==> src/rtl/load_store_unit.sv <==
// Memory-stage load/store engine: turns LW/LBU/SW/SB into a req/gnt/rvalid
// data-memory access and holds the pipeline until the access completes.
module load_store_unit #(
    parameter int TIMEOUT_CYCLES = 255,
    parameter int CNT_WIDTH      = 8
) (
    input  logic        clk,
    input  logic        rst_n,
    input  logic        start,
    input  logic [6:0]  opcode,
    input  logic [2:0]  funct3,
    input  logic [31:0] addr,
    input  logic [31:0] wdata,
    output logic        stall,
    output logic        done,
    output logic [31:0] read_data,
    output logic        fault,
    output logic [1:0]  fault_code,
    output logic        mem_req,
    output logic        mem_we,
    output logic [31:0] mem_addr,
    output logic [31:0] mem_wdata,
    output logic [3:0]  mem_be,
    input  logic        mem_gnt,
    input  logic        mem_rvalid,
    input  logic [31:0] mem_rdata
);
    typedef enum logic [1:0] {S_IDLE, S_REQ, S_WAIT, S_RESP} state_t;

    localparam logic [6:0] OP_LOAD  = 7'b0000011;
    localparam logic [6:0] OP_STORE = 7'b0100011;
    localparam logic [CNT_WIDTH-1:0] CNT_LAST = CNT_WIDTH'(TIMEOUT_CYCLES - 1);

    state_t                r_state;
    logic                  r_we;
    logic                  r_byte;
    logic [1:0]            r_off;
    logic [31:0]           r_addr;
    logic [31:0]           r_wdata;
    logic [3:0]            r_be;
    logic [CNT_WIDTH-1:0]  r_cnt;
    logic [31:0]           r_read_data;
    logic                  r_fault;
    logic [1:0]            r_fault_code;

    logic                  w_memop;
    logic                  w_open;
    logic                  w_accept;
    logic                  w_bad_f3;
    logic                  w_misalign;
    logic                  w_req;
    logic                  w_busy;
    logic                  w_tmo;
    logic [3:0]            w_lane;

    always_comb begin
        w_memop    = (opcode == OP_LOAD) || (opcode == OP_STORE);
        w_open     = (r_state == S_IDLE) || (r_state == S_RESP);
        // rst_n gating keeps stall low while reset is held
        w_accept   = rst_n && start && w_memop && w_open;
        w_bad_f3   = (funct3 != 3'b000) && (funct3 != 3'b010);
        w_misalign = (funct3 == 3'b010) && (addr[1:0] != 2'b00);
        w_lane     = 4'b0001 << addr[1:0];
        w_req      = (r_state == S_REQ);
        w_busy     = w_req || (r_state == S_WAIT);
        w_tmo      = (r_cnt >= CNT_LAST);
    end

    assign stall      = w_busy || w_accept;
    assign done       = (r_state == S_RESP);
    assign read_data  = r_read_data;
    assign fault      = r_fault;
    assign fault_code = r_fault_code;
    assign mem_req    = w_req;
    assign mem_we     = w_req && r_we;
    assign mem_addr   = w_req ? r_addr : 32'd0;
    assign mem_be     = w_req ? r_be : 4'd0;
    assign mem_wdata  = (w_req && r_we) ? r_wdata : 32'd0;

    always_ff @(posedge clk or negedge rst_n) begin
        if (!rst_n) begin
            r_state      <= S_IDLE;
            r_we         <= 1'b0;
            r_byte       <= 1'b0;
            r_off        <= 2'b00;
            r_addr       <= 32'd0;
            r_wdata      <= 32'd0;
            r_be         <= 4'd0;
            r_cnt        <= '0;
            r_read_data  <= 32'd0;
            r_fault      <= 1'b0;
            r_fault_code <= 2'b00;
        end else begin
            r_fault      <= 1'b0;
            r_fault_code <= 2'b00;
            case (r_state)
                S_IDLE, S_RESP: begin
                    if (w_accept) begin
                        r_we    <= (opcode == OP_STORE);
                        r_byte  <= (funct3 == 3'b000);
                        r_off   <= addr[1:0];
                        r_addr  <= {addr[31:2], 2'b00};
                        r_be    <= (funct3 == 3'b010) ? 4'b1111 : w_lane;
                        r_wdata <= (funct3 == 3'b010) ? wdata : {4{wdata[7:0]}};
                        r_cnt   <= '0;
                        if (w_bad_f3) begin
                            r_state      <= S_RESP;
                            r_fault      <= 1'b1;
                            r_fault_code <= 2'b10;
                        end else if (w_misalign) begin
                            r_state      <= S_RESP;
                            r_fault      <= 1'b1;
                            r_fault_code <= 2'b01;
                        end else begin
                            r_state <= S_REQ;
                        end
                    end else begin
                        r_state <= S_IDLE;
                    end
                end
                S_REQ: begin
                    r_cnt <= r_cnt + CNT_WIDTH'(1);
                    // a grant on the last allowed cycle beats the timeout
                    if (mem_gnt) begin
                        r_state <= r_we ? S_RESP : S_WAIT;
                    end else if (w_tmo) begin
                        r_state      <= S_RESP;
                        r_fault      <= 1'b1;
                        r_fault_code <= 2'b11;
                    end
                end
                S_WAIT: begin
                    r_cnt <= r_cnt + CNT_WIDTH'(1);
                    if (mem_rvalid) begin
                        r_read_data <= r_byte ? (mem_rdata >> {r_off, 3'b000})
                                              : mem_rdata;
                        r_state     <= S_RESP;
                    end else if (w_tmo) begin
                        r_state      <= S_RESP;
                        r_fault      <= 1'b1;
                        r_fault_code <= 2'b11;
                    end
                end
            endcase
        end
    end
endmodule

==> config.mk <==
export PLATFORM = sky130hd
export DESIGN_NAME = load_store_unit
export DESIGN_NICKNAME = d
export VERILOG_FILES = /design/src/rtl/load_store_unit.sv
export SDC_FILE = /design/constraint.sdc
export NUM_CORES = 1
export LEC_CHECK = 0
export ABC_AREA = 1
export ABC_CLOCK_PERIOD_IN_PS = 1750
export CAP_MARGIN = 20
export CORE_UTILIZATION = 42
export CTS_BUF_LIST = sky130_fd_sc_hd__clkbuf_4 sky130_fd_sc_hd__clkbuf_8
export CTS_CLUSTER_SIZE = 24
export DETAILED_ROUTE_END_ITERATION = 8
export HOLD_SLACK_MARGIN = 0.08
export PLACE_DENSITY_LB_ADDON = 0.15
export SETUP_SLACK_MARGIN = 0.05
export SLEW_MARGIN = 15
export SYNTH_ARGS = -nofsm -noshare
export SYNTH_HDL_FRONTEND = slang
export SYNTH_SLANG_ARGS = --single-unit
==> constraint.sdc <==
create_clock -name clk -period 1.75 [get_ports clk]
set_input_delay 0.35 -clock clk [delete_from_list [all_inputs] [get_ports clk]]
set_output_delay 0.35 -clock clk [all_outputs]
set_load 0.1 [all_outputs]
; Word level (Yosys, flattened, before mapping)
; Index checks and enable logic that the tools add are counted.
[totals]
register_bits = 115
latch_bits = 0
mem_bits_rw = 0
romBits = 0
word_cells = 71
n_memories = 0
[classes]
add_sub_neg = 1
n_mul = 0
n_div = 0
magnitude_cmp = 1
n_eq_ne = 8
n_shift = 2
mux = 30
bitwise_logic = 0
n_reduce_logical = 18
[op_table]
columns = cell, count
row1 = $mux 32, 4
row2 = $shr 32x5->32, 1
row3 = $mux 2, 11
row4 = $pmux 8 s2, 1
row5 = $pmux 2 s3, 2
row6 = $add 8x1->8 const B, 1
row7 = $ge 8x8->1 const B, 1
row8 = $mux 1, 8
row9 = $mux 4, 2
row10 = $mux 8, 1
row11 = $eq 7x2->1 const B, 1
row12 = $eq 7x6->1 const B, 1
row13 = $logic_and 1x1->1, 6
row14 = $eq 2x2->1 const B, 2
row15 = $logic_or 1x1->1, 4
row16 = $reduce_and 2->1, 2
row17 = $reduce_or 2->1, 2
row18 = $shl 1x2->4 const A, 1
row19 = $eq 3x2->1 const B, 1
row20 = $logic_not 3->1, 1
row21 = $ne 3x2->1 const B, 1
row22 = $pmux 1 s3, 1
row23 = $reduce_bool 3->1, 1
row24 = $eq 2x1->1 const B, 1
row25 = 3 further kinds, 3

; Longest topological paths before layout
[depth]
word_depth = 6
mapped_depth = 10
depth_no_buf = 10

; Worst setup path before layout
; Ideal clock, no wire load.
[synth_path]
kind = register to output
startpoint = reg r_state[1]
endpoint = out mem_wdata[10]
t_arrival_ns = 3.223
slack_ns = -1.823
path_stages_with_launch = 7
n_path_buf = 2
path_cell_list = dfrtp_1 -> inv_1 -> ha_1 -> clkbuf_1 -> nand2_1 -> clkbuf_1 -> nor2_1
[synth_between]
elab_chain_len = 3
[synth_lines]
columns = item, line_no
row1 = from (decl), 34  ; state_t r_state;
row2 = from (signal assigned), 125  ; r_state <= r_we ? S_RESP : S_WAIT;
row3 = $eq 2x1->1, 64  ; w_req = (r_state == S_REQ);
row4 = net mem_req, 19  ; output logic mem_req,
row5 = $logic_and 1x1->1, 78  ; assign mem_wdata = (w_req && r_we) ? r_wdata : 32'd0;
row6 = $mux 32, 78
row7 = to (decl), 22  ; output logic [31:0] mem_wdata,
; The timed path passes the listed nets, and every way through them passes these cells.

; Final worst setup path
[layout_path]
startpoint = reg r_state[1]
endpoint = out mem_wdata[0]
[layout_between]
elab_chain_len = 3
[layout_lines]
columns = item, line_no
row1 = $eq 2x1->1, 64
row2 = $logic_and 1x1->1, 78
row3 = $mux 32, 78
; Every way passes these cells.

==> summary.txt <==
clock-pin slew on the worst setup and hold paths = 70 ps
crit path kind = reg2out
Leakage = 5.122 nW
routability cong. = 0.8912
clk buf depth = 2
R2R cell count = 10
max cap viols = 0
clock sinks = 115
Multi-input gate area = 3132 sq um
antenna viol nets, final = 0
detailed placement HPWL = 12,970 um
VDD IR max = 0.7827 mV
Final Cycle Share = 121.3%
die footprint = 14,640 sq um
failing checks = negative setup slack
layout cells sized above 1 = 33.48%
Critical Path Start = r_state[1]
CTS tree = yes
total negative slack = -28,620 ps
CTS Hold Bufs = 0
Layout Area Growth over Synthesis = 92.57%
cell count after synthesis = 819
initial core utilization = 43.02%
GRT overflow = 0
H-Tree Depth = 4
Worst EP arrival = 1770 ps
Ys Warns = 0
nets@finish = 1,207
pin count of the biggest net entering global routing = 116
gr usage total = 26.87%
ANT cells = 0
reg2reg start = r_state[1]
FILL cells = 777
status = finished with violations
Cell Pwr Density = 964.7 nW/um^2
total power = 11.05 mW
CTS root buf = clkbuf_8
total number of vias = 6,777
CTS Buf Count = 17
TritonRoute pass-1 iters = 5
post-synthesis sequential area ratio = 48.38%
clock skew = 17.31 ps
top_reg_cell synth = dfrtp_1
Die X = 121.0 um
Row Count = 43
Floorplan Core Area = 13,830 sq um
Crit Path Max Fanout = 7
wire length per cell = 18.38 um
final instance area = 11,450 sq um
Synth Register Bits = 115
Final WS setup = -373.6 ps
final setup violation count = 134
Initial DRC Count = 606
initial antenna violation count = 0
first-pass GRT wire length = 30,000 um
Fin. Hold Viols = 0
vias in the first global route = 5,808
max-slew violations = 0
DR vias/cell = 5.286
distinct cell type count of the synthesized netlist = 29
RR Endpoint = r_wdata[3]
Post-Syn Area per Cell = 7.263 sq um
Port Buffers = 215
CP endpoint kind = output port
WL final = 23,560 um
r2r setup slk = -160 ps
fmax = 0.4709 GHz
relative slew slack = 58.78%
CP required = 1400 ps
Hold/Removal Path Class = in2async
Register Area = 2879 sq um
Area after DPL = 9899 sq um
Post-synth EDFFs = 0
Cell Area, Synth = 5948 sq um
# IOs = 218
worst slew pin tran = 618.3 ps
CP startpoint kind = register
DRC viols = 0
crit path to = mem_wdata[0]
Tmin final = 2124 ps
Clock Latency Late Sink = 460 ps
RSZ-0062 raised after global routing = yes
DIE HEIGHT = 121.0 um
FFs w/ async S/R, synth = 100.0%
how the worst min path moves through the flow:
stage | start | end | slack, ps | depth (start not counted)
finish | rst_n | r_be[0] | 60 | 2
floorplan | rst_n | fault | 50 | 0
global placement | r_addr[4] | r_addr[4] | 450 | 2
CTS | rst_n | read_data[11] | 100 | 2
detailed placement | r_addr[29] | r_addr[29] | 460 | 2
global route | rst_n | r_be[0] | 120 | 2
sequential cells by signal, summed over array words and instances, names as in the netlist:
name        flops
fault           1
r_off           2
read_data      32
r_byte          1
r_wdata        32
r_cnt           8
r_addr         30
r_we            1
fault_code      2
r_state         2
r_be            4
where the power goes:
group / switching (mW) / total, mW / internal, mW
clock: 1.11 / 2.21 / 1.10
combinational: 3.29 / 5.23 / 1.94
sequential: 0.477 / 3.60 / 3.13
total: 4.88 / 11.1 / 6.17
repair_timing:
action	in CTS	in global routing
gates cloned	6	16
buffers inserted	7	20
resized for setup	18	127
setup endpoints to repair	74	142
pin swaps	5	28
metrics by stage:
step                setup slack, ps  hold slack, ps  instances  util [%]
floorplan                    -393.1           54.41        820         -
global placement             -153.8           453.2       1205     71.60
detailed placement           -183.2           458.5       1205     71.60
CTS                          -339.6           101.6       1247     76.08
global route                 -407.1           122.9       1282     82.84
finish                       -373.6           56.32       1282     82.84
cell families after synthesis:
family / count (synthesis) / share of synthesized area, %
adders and majority gates: 5 / 1.052
buffers and inverters: 143 / 10.18
AOI/OAI and AO/OA: 88 / 8.246
xor gates and xnor gates: 3 / 0.4418
DFF: 115 / 48.38
other: 1 / 0.06304
and+or+nand+nor: 464 / 31.64
cell usage after synthesis, types with 5 or more instances:
cell type / instances / area [sq um]
o211ai_1: 8 / 60.06
clkbuf_1: 16 / 60.06
a21oi_1: 16 / 80.08
nand4_1: 13 / 81.33
o21ai_0: 52 / 260.3
ha_1: 5 / 62.56
dfrtp_1: 115 / 2878
nor3_1: 9 / 45.04
nand3_1: 56 / 280.3
nor2_1: 76 / 285.3
buf_2: 16 / 80.08
buf_6: 5 / 56.30
inv_1: 96 / 360.4
a22oi_1: 8 / 60.06
nand2_1: 304 / 1141
per-layer routing:
layer	part of all wire (%)	global-route usage, %
met2	50	43.14
met1	39	34.04
met4	3.4	10.26
met3	8.0	7.989
met5	0	0
cells in the final DEF, fill, tap and decap left out, types with 2 or more instances in the layout:
cell type | netlist | final
o211ai_1 | 8 | 8
nand3_1 | 56 | 30
clkinvlp_4 | 0 | 36
nand2_1 | 304 | 272
a21oi_1 | 16 | 14
nor3_1 | 9 | 8
nand4_1 | 13 | 13
o21ai_0 | 52 | 36
nor2_2 | 1 | 2
dfrtp_1 | 115 | 114
inv_1 | 96 | 58
a21oi_2 | 1 | 2
inv_2 | 3 | 6
buf_4 | 3 | 30
o21ai_2 | 1 | 6
nand2_4 | 0 | 3
ha_1 | 5 | 3
ha_4 | 0 | 2
clkbuf_4 | 0 | 5
clkinv_2 | 0 | 5
nand3_4 | 0 | 8
nand2_2 | 1 | 28
nor2_1 | 76 | 41
buf_12 | 0 | 115
buf_16 | 0 | 8
nand3_2 | 0 | 18
nor2_4 | 2 | 36
clkdlybuf4s50_1 | 0 | 109
nand2_8 | 0 | 3
xor2_1 | 3 | 3
o21ai_1 | 0 | 11
conb_1 | 1 | 2
a22oi_1 | 8 | 8
buf_8 | 0 | 8
buf_6 | 5 | 13
clkbuf_8 | 0 | 19
clkbuf_16 | 0 | 11
critical path: stages (launching register included):
cell and delay (ps):
dfrtp_1 400, inv_2 80, ha_4 190, nand2_8 140, buf_16 190, nor2_4 120, buf_12 180
layout make-up:
type | instances | share of cell area (%)
well taps | 180 | 1.966
repair buffers | 294 | 38.24
clock inverters | 6 | 0.2840
flip-flops and latches | 115 | 25.13
clock buffers | 24 | 2.611
multi-input cells | 563 | 27.34
inverters | 100 | 4.424
No activity file was read; power rests on OpenSTA's default activity.
